==> src/rtl/level_pkg.sv <==
// Shared tile-map constants and room tables for the level ROM.
// Door bits are packed {N,E,S,W}; blocks are 2x2 tiles anchored at (x,y).
package level_pkg;

  localparam int unsigned TILE_SHIFT = 5;
  localparam int unsigned COLS       = 20;
  localparam int unsigned ROWS       = 15;

  localparam logic [4:0] LAST_COL = 5'(COLS - 1);
  localparam logic [4:0] LAST_ROW = 5'(ROWS - 1);

  localparam logic [4:0] NS_GAP_LO = 5'd9;
  localparam logic [4:0] NS_GAP_HI = 5'd10;
  localparam logic [4:0] EW_GAP_LO = 5'd6;
  localparam logic [4:0] EW_GAP_HI = 5'd8;

  localparam int unsigned DOOR_N = 3;
  localparam int unsigned DOOR_E = 2;
  localparam int unsigned DOOR_S = 1;
  localparam int unsigned DOOR_W = 0;

  localparam logic [2:0] ROOM_SOLID = 3'd7;
  localparam int unsigned MAX_BLOCKS = 3;

  localparam logic [3:0] DOOR_MASK [0:7] = '{
    4'b0000, 4'b1100, 4'b0101, 4'b0011,
    4'b1010, 4'b1100, 4'b0001, 4'b0000
  };

  typedef struct packed {
    logic       valid;
    logic [4:0] x;
    logic [4:0] y;
  } block_t;

  function automatic block_t room_block(input logic [2:0] room, input int unsigned idx);
    block_t b;
    b = '0;
    case ({room, 2'(idx)})
      {3'd1, 2'd0}: b = '{1'b1, 5'd4,  5'd3};
      {3'd1, 2'd1}: b = '{1'b1, 5'd14, 5'd3};
      {3'd1, 2'd2}: b = '{1'b1, 5'd14, 5'd10};
      {3'd2, 2'd0}: b = '{1'b1, 5'd9,  5'd3};
      {3'd2, 2'd1}: b = '{1'b1, 5'd9,  5'd10};
      {3'd3, 2'd0}: b = '{1'b1, 5'd6,  5'd6};
      {3'd3, 2'd1}: b = '{1'b1, 5'd11, 5'd6};
      {3'd4, 2'd0}: b = '{1'b1, 5'd8,  5'd7};
      {3'd4, 2'd1}: b = '{1'b1, 5'd16, 5'd4};
      {3'd5, 2'd0}: b = '{1'b1, 5'd9,  5'd7};
      {3'd6, 2'd0}: b = '{1'b1, 5'd4,  5'd11};
      {3'd6, 2'd1}: b = '{1'b1, 5'd15, 5'd11};
      default:      b = '0;
    endcase
    return b;
  endfunction

endpackage

==> src/rtl/level_tile_decode.sv <==
// Tile-coordinate wall classifier: border walls minus enabled doorways,
// plus per-room interior blocks; room 7 is solid throughout.
module level_tile_decode
  import level_pkg::*;
(
  input  logic [4:0] tx,
  input  logic [4:0] ty,
  input  logic [2:0] room,
  output logic       wall
);

  logic [3:0] w_mask;
  logic       w_border;
  logic       w_gap;
  logic       w_block;
  block_t     w_b;

  always_comb begin
    w_mask   = DOOR_MASK[room];
    w_border = (tx == 5'd0) || (tx == LAST_COL) || (ty == 5'd0) || (ty == LAST_ROW);
    w_gap    = (w_mask[DOOR_N] && ty == 5'd0     && tx >= NS_GAP_LO && tx <= NS_GAP_HI) ||
               (w_mask[DOOR_S] && ty == LAST_ROW && tx >= NS_GAP_LO && tx <= NS_GAP_HI) ||
               (w_mask[DOOR_W] && tx == 5'd0     && ty >= EW_GAP_LO && ty <= EW_GAP_HI) ||
               (w_mask[DOOR_E] && tx == LAST_COL && ty >= EW_GAP_LO && ty <= EW_GAP_HI);
    w_block  = 1'b0;
    w_b      = '0;
    for (int unsigned i = 0; i < MAX_BLOCKS; i++) begin
      w_b = room_block(room, i);
      if (w_b.valid && tx >= w_b.x && tx <= w_b.x + 5'd1 &&
          ty >= w_b.y && ty <= w_b.y + 5'd1)
        w_block = 1'b1;
    end
    wall = (room == ROOM_SOLID) || (w_border && !w_gap) || w_block;
  end

endmodule

==> src/rtl/level_rom.sv <==
// Pixel-level wall lookup: combinational result for same-cycle collision
// tests plus a registered copy for pipelined consumers.
module level_rom
  import level_pkg::*;
(
  input  logic       Clk,
  input  logic       Reset,
  input  logic [9:0] DrawX,
  input  logic [9:0] DrawY,
  input  logic [2:0] room,
  output logic       bg_type,
  output logic       bg_type_q
);

  logic [4:0] w_tx;
  logic [4:0] w_ty;
  logic       w_in_range;
  logic       w_tile_wall;

  assign w_tx       = 5'(DrawX >> TILE_SHIFT);
  assign w_ty       = 5'(DrawY >> TILE_SHIFT);
  // Wrapped caller sums land here as well and read as solid.
  assign w_in_range = (DrawX < 10'd640) && (DrawY < 10'd480);

  level_tile_decode u_decode (
    .tx   (w_tx),
    .ty   (w_ty),
    .room (room),
    .wall (w_tile_wall)
  );

  assign bg_type = !w_in_range || w_tile_wall;

  always_ff @(posedge Clk) begin
    if (Reset) bg_type_q <= 1'b0;
    else       bg_type_q <= bg_type;
  end

endmodule

==> config.mk <==
export PLATFORM = sky130hd
export DESIGN_NAME = level_rom
export DESIGN_NICKNAME = d
export VERILOG_FILES = /design/src/rtl/level_pkg.sv /design/src/rtl/level_tile_decode.sv /design/src/rtl/level_rom.sv
export SDC_FILE = /design/constraint.sdc
export NUM_CORES = 1
export LEC_CHECK = 0
export BUFFER_PORTS_ARGS = -buffer_cell sky130_fd_sc_hd__buf_2
export CAP_MARGIN = 20
export CORE_MARGIN = 2
export CORE_UTILIZATION = 30
export CTS_CLUSTER_SIZE = 16
export DETAILED_ROUTE_END_ITERATION = 8
export PLACE_DENSITY = 0.5
export SLEW_MARGIN = 20
export SYNTH_ARGS = -nofsm -noshare
export SYNTH_HDL_FRONTEND = slang
export SYNTH_HIERARCHICAL = 1
export SYNTH_SLANG_ARGS = --single-unit
==> constraint.sdc <==
create_clock -name Clk -period 11.1 [get_ports Clk]
set_input_delay 1.665 -clock Clk [delete_from_list [all_inputs] [get_ports Clk]]
set_output_delay 1.665 -clock Clk [all_outputs]
set_load 0.01 [all_outputs]
; After elaboration in Yosys (flattened, before gate mapping)
; Memory sizes are Yosys's and may differ from the RTL's.
; Index checks and enable logic that the tools add are counted.
[word_totals]
register_bits = 1
mem_bits_ro = 32
input_bits = 25
out_inout_bits = 2
wordCells = 84
memories = 1
[memory_table]
columns = name, words, width, rd, rd_clocked_by_memory_dff, write_ports, line
row1 = (no name shown), 8, 4, 1, 0, 0, level_tile_decode.sv:19  ; w_mask = DOOR_MASK[room];
[classes]
n_addsub = 6
magnitude_cmp = 19
n_eq_ne = 9
n_mux = 8
bitwise_logic = 1
reduce_logical = 39
[ops]
columns = cell, count
row1 = 11-bit case mux with 6 select lines, 1
row2 = 11-bit case mux with 5 select lines, 1
row3 = 5-bit by 1-bit adder with 5-bit output (second input constant), 6
row4 = 5-bit >= comparator, 6
row5 = 5-bit less-or-equal comparator, 6
row6 = 1-bit logical AND, 26
row7 = 3-bit equality test (second input constant), 4
row8 = 11-bit two-way mux, 1
row9 = 5-bit by 4-bit less-or-equal comparator with 1-bit output (second input constant), 2
row10 = 5-bit logical NOT, 2
row11 = 10-bit < comparator (second input constant), 1
row12 = 10-bit by 9-bit < comparator with 1-bit output (second input constant), 1
row13 = 1-bit logical OR, 9
row14 = 4-bit two-way mux, 2
row15 = 3-bit by 2-bit equality test with 1-bit output (second input constant), 2
row16 = 5-bit by 4-bit equality test with 1-bit output (second input constant), 1
row17 = 5-bit equality test (second input constant), 1
row18 = 5-bit by 3-bit >= comparator with 1-bit output (second input constant), 1
row19 = 5-bit by 4-bit >= comparator with 1-bit output (second input constant), 1
row20 = 4-bit >= comparator (second input constant), 1
row21 = 3-bit inverter with 4-bit output, 1
row22 = 3-bit by 1-bit equality test with 1-bit output (second input constant), 1
row23 = 1-bit two-way mux, 3
row24 = 1-bit logical NOT, 2

; Depth between registers and ports, before layout
[depth]
word_depth = 15
ltp_mapped = 19
ltp_nobuf = 18

; Hierarchy
; Netlist, hierarchy kept.
[modules_own_cells]
columns = mod, instances, cells_per_inst, area_each_um2, seq_area_each_um2
row1 = level_tile_decode, 1, 203, 1496.4, 0.0
row2 = level_rom, 1, 6, 46.3, 20.0

; Worst setup path after synthesis
; Ideal clock, no wire load.
[synth_timing]
path_type = input to output
from = in room[1]
to = out bg_type
arrival_time_ps = 4199
t_required_ps = 9435
setup_slack_ps = 5236
stages = 19
path_buffers = 1
path_cell_list = clkbuf_2 -> inv_1 -> ha_1 -> or2_1 -> o21a_1 -> nand2_1 -> inv_1 -> ha_1 -> nand2_1 -> xnor2_1 -> ha_1 -> and3_1 -> o21ai_0 -> nand3_1 -> a21oi_1 -> nand4_1 -> nand3_1 -> nor2_1 -> nand3_1
[synth_via]
elab_chain_len = 15
word_cells_on_any_way = 67
classes_between = add/sub: 6 / order compare: 12 / eq/ne: 7 / mux: 8 / bitwise: 1 / reduce/logical: 32 / memory: 1
[synth_lines]
columns = element, line
row1 = "start, declared", level_rom.sv:10  ; input logic [2:0] room,
row2 = branches (longest 13 deep; another with 5-bit by 1-bit adder with 5-bit output), n/a
row3 = 1-bit logical OR (*), level_tile_decode.sv:33  ; wall = (room == ROOM_SOLID) || (w_border && !w_gap) || w_block;
row4 = named net w_tile_wall, level_rom.sv:18  ; logic w_tile_wall;
row5 = 1-bit logical OR (*), level_rom.sv:32  ; assign bg_type = !w_in_range || w_tile_wall;
row6 = "end, declared", level_rom.sv:11  ; output logic bg_type,
; Mark *: on every way through the listed nets, which the timed path passes. The select of a mux whose other input is x is not followed.

; Worst setup path after layout
[layout_timing]
from = in room[0]
to = out bg_type
; The elaborated chain is that of the path after synthesis.

==> impl_metrics.py <==
metrics = {
    "die": {
        "die_y_um": 75.7,
        "rows": 26,
        "ioPinCount": 27,
        "dieArea_mm2": 0.00573,
        "core-area_mm2": 0.00504,
        "dieWidth_um": 75.7,
        "initial_utilization_pct": 30.6,
    },
    "logic_synthesis": {
        "yosysWarnings": 6,
        "synth_commonest_cells": "ha_1, nand2_1, inv_1, a21oi_1, o21ai_0",
        "synthCells": 209,
        "synth-async-reset-ratio_pct": 0,
        "yosys.area.top_type": "ha_1",
        "yosys_register_bits": 1,
        "ys_seq_area_share_pct": 1.30,
        "synthFlopType": "dfxtp_1",
        "synth-edff-count": 0,
        "yosysUniqueCellTypes": 44,
        "synthMostInstantiatedCell": "ha_1",
        "syn_nets": 283,
        "syn_avg_cell_area_um2": 7.38,
        "synth_area_leaders": "ha_1, a21oi_1, nand2_1",
        "syn-cell-area_mm2": 0.00154,
        "yosysTopAreaCellShare_pct": 39.7,
    },
    "routing": {
        "wl_um": 3940,
        "via_per_inst": 5.09,
        "avgRoutedWirePerCell_um": 13.5,
        "drtPass1Iterations": 4,
        "drc": 0,
        "num_vias": 1480,
        "ant_nets": 0,
        "drtIter0Drc": 91,
    },
    "run": {
        "drv_cap": 0,
    },
    "timing": {
        "setup_viol": 0,
        "rsz0062_at_grt": "false",
        "clock.fmax_mhz": 156,
        "period_minus_slack_ns": 6.39,
        "slew_headroom_pct": 52.2,
        "worst_pin_slew_ns": 0.700,
        "drv_slew": 0,
        "hold_violations": 0,
        "post-route-period-util_pct": 57.6,
        "tns_ns": 0,
    },
    "clock_network": {
        "cts_resized": 0,
        "cts_hold_buf": 0,
        "clk_pin_slew_worst_paths_ns": 0,
        "postCtsSetupBuffers": 0,
    },
    "global_route": {
        "grt.total_usage_pct": 14.4,
        "grt_pass1_wl_um": 6530,
        "grt_pass1_vias": 1355,
        "grt_max_degree": 20,
        "overflow": 0,
        "antenna_found_initial": 0,
    },
    "worst_setup_path": {
        "cp_cell_sequence": "buf_2, inv_1, ha_1, nor2b_1, a21oi_1, inv_1, ha_1, inv_1, ha_1, a21o_1, a221o_1, a222oi_1, o311ai_1, nand3_1, nor2_1, nand3_1, buf_2",
        "worstPathArrival_ns": 4.73,
        "startpoint_type": "primary input",
        "crit_path_end_kind": "primary output",
        "required_ns": 9.44,
        "max_stage_delay_ns": 0.34,
        "crit_path_max_fanout": 9,
        "slowest_stage": "ha_1",
        "critical_path_class": "primary input to primary output",
    },
    "placed_design": {
        "place_congestion": 0.756,
        "port_buffers": 16,
        "dp_hpwl_um": 3330,
    },
    "hold_path": {
        "hp-class": "primary input to register",
    },
    "finish": {
        "layout-drive-gt1-share_pct": 10.9,
        "synthToLayoutAreaGrowth_pct": 9.16,
        "largest_reg_flops": 1,
        "fin_nets": 297,
        "top_register": "bg_type_q",
        "top_regs": "bg_type_q: 1 flops",
        "antennaDiodeCount": 0,
    },
    "pwr": {
        "vdd_drop_max_uv": 18.0,
        "power_per_cell_area_mw_per_mm2": 39.0,
        "cellLeakagePower_uw": 0.000854,
        "power_uw": 65.7,
    },
    "outcome": {
        "status": "finished, final reports clean",
    },
}
layout make-up:
class	count	area [um^2]
well taps	70	87.6
inverters	20	76.3
repair buffers	16	80.1
fillers	551	3360
flip-flops and latches	1	20.0
multi-input cells	184	1420
cells by family after synthesis:
family                     Yosys count  share of synthesized area, %
buffers and inverters               24                          6.65
DFF                                  1                          1.30
muxes                                1                         0.973
and+or+nand+nor                     72                          24.6
AOI/OAI and AO/OA                   55                          22.8
adders and majority gates           49                          39.7
xor gates and xnor gates             7                          3.97
per-stage QoR:
stage	cells	setup slack, ns	utilization, %	hold WS [ns]	area [um^2]
finish	291	4.71	33.4	1.83	1680
global route	291	4.42	33.4	1.84	1680
CTS	291	4.70	33.4	1.83	1680
detailed placement	291	4.70	33.4	1.83	1680
global placement	291	4.72	33.4	1.83	1680
floorplan	209	5.24	-	1.73	1540
critical path, delay by kind of cell:
| kind | cells | cell delay, ns |
|---|---|---|
| compound gates | 5 | 1.19 |
| fa+ha+maj | 3 | 0.91 |
| simple gates | 4 | 0.46 |
| buf+inv | 5 | 0.51 |
metal layers:
layer / vias to the layer above / global-route usage (%) / wire [um]
li1: 796 / - / -
met1: 657 / 21.3 / 2020
met2: 27 / 25.0 / 1830
met3: 0 / 0 / 92
met4: 0 / 0 / 0
met5: - / 0 / 0
path summary, 6_finish.rpt:
path	start	end	cells after the start
setup / recovery	room[0]	bg_type	17
hold / removal	Reset	bg_type_q$_SDFF_PP0_	2
power by group:
| group | total [uW] | switching [uW] | internal (uW) |
|---|---|---|---|
| Clock | 0 | 0 | 0 |
| Combinational | 61.7 | 35.8 | 25.8 |
| Sequential | 4.06 | 0.0620 | 4.00 |
placed cells by master, fill, tap and decap left out, types with 2 or more instances in the layout:
| cell type | instances |
|---|---|
| a21o_1 | 7 |
| a21oi_1 | 16 |
| and3_1 | 5 |
| buf_2 | 16 |
| ha_1 | 49 |
| inv_1 | 18 |
| nand2_1 | 21 |
| nand2b_4 | 3 |
| nand3_1 | 11 |
| nand4_1 | 4 |
| nor2_1 | 11 |
| nor2b_1 | 5 |
| nor3_1 | 5 |
| o21a_1 | 2 |
| o21ai_0 | 13 |
| o22ai_1 | 2 |
| o31ai_1 | 3 |
| xnor2_1 | 5 |
| xor2_1 | 2 |
Note: power is estimated with default switching activity, not from simulation.
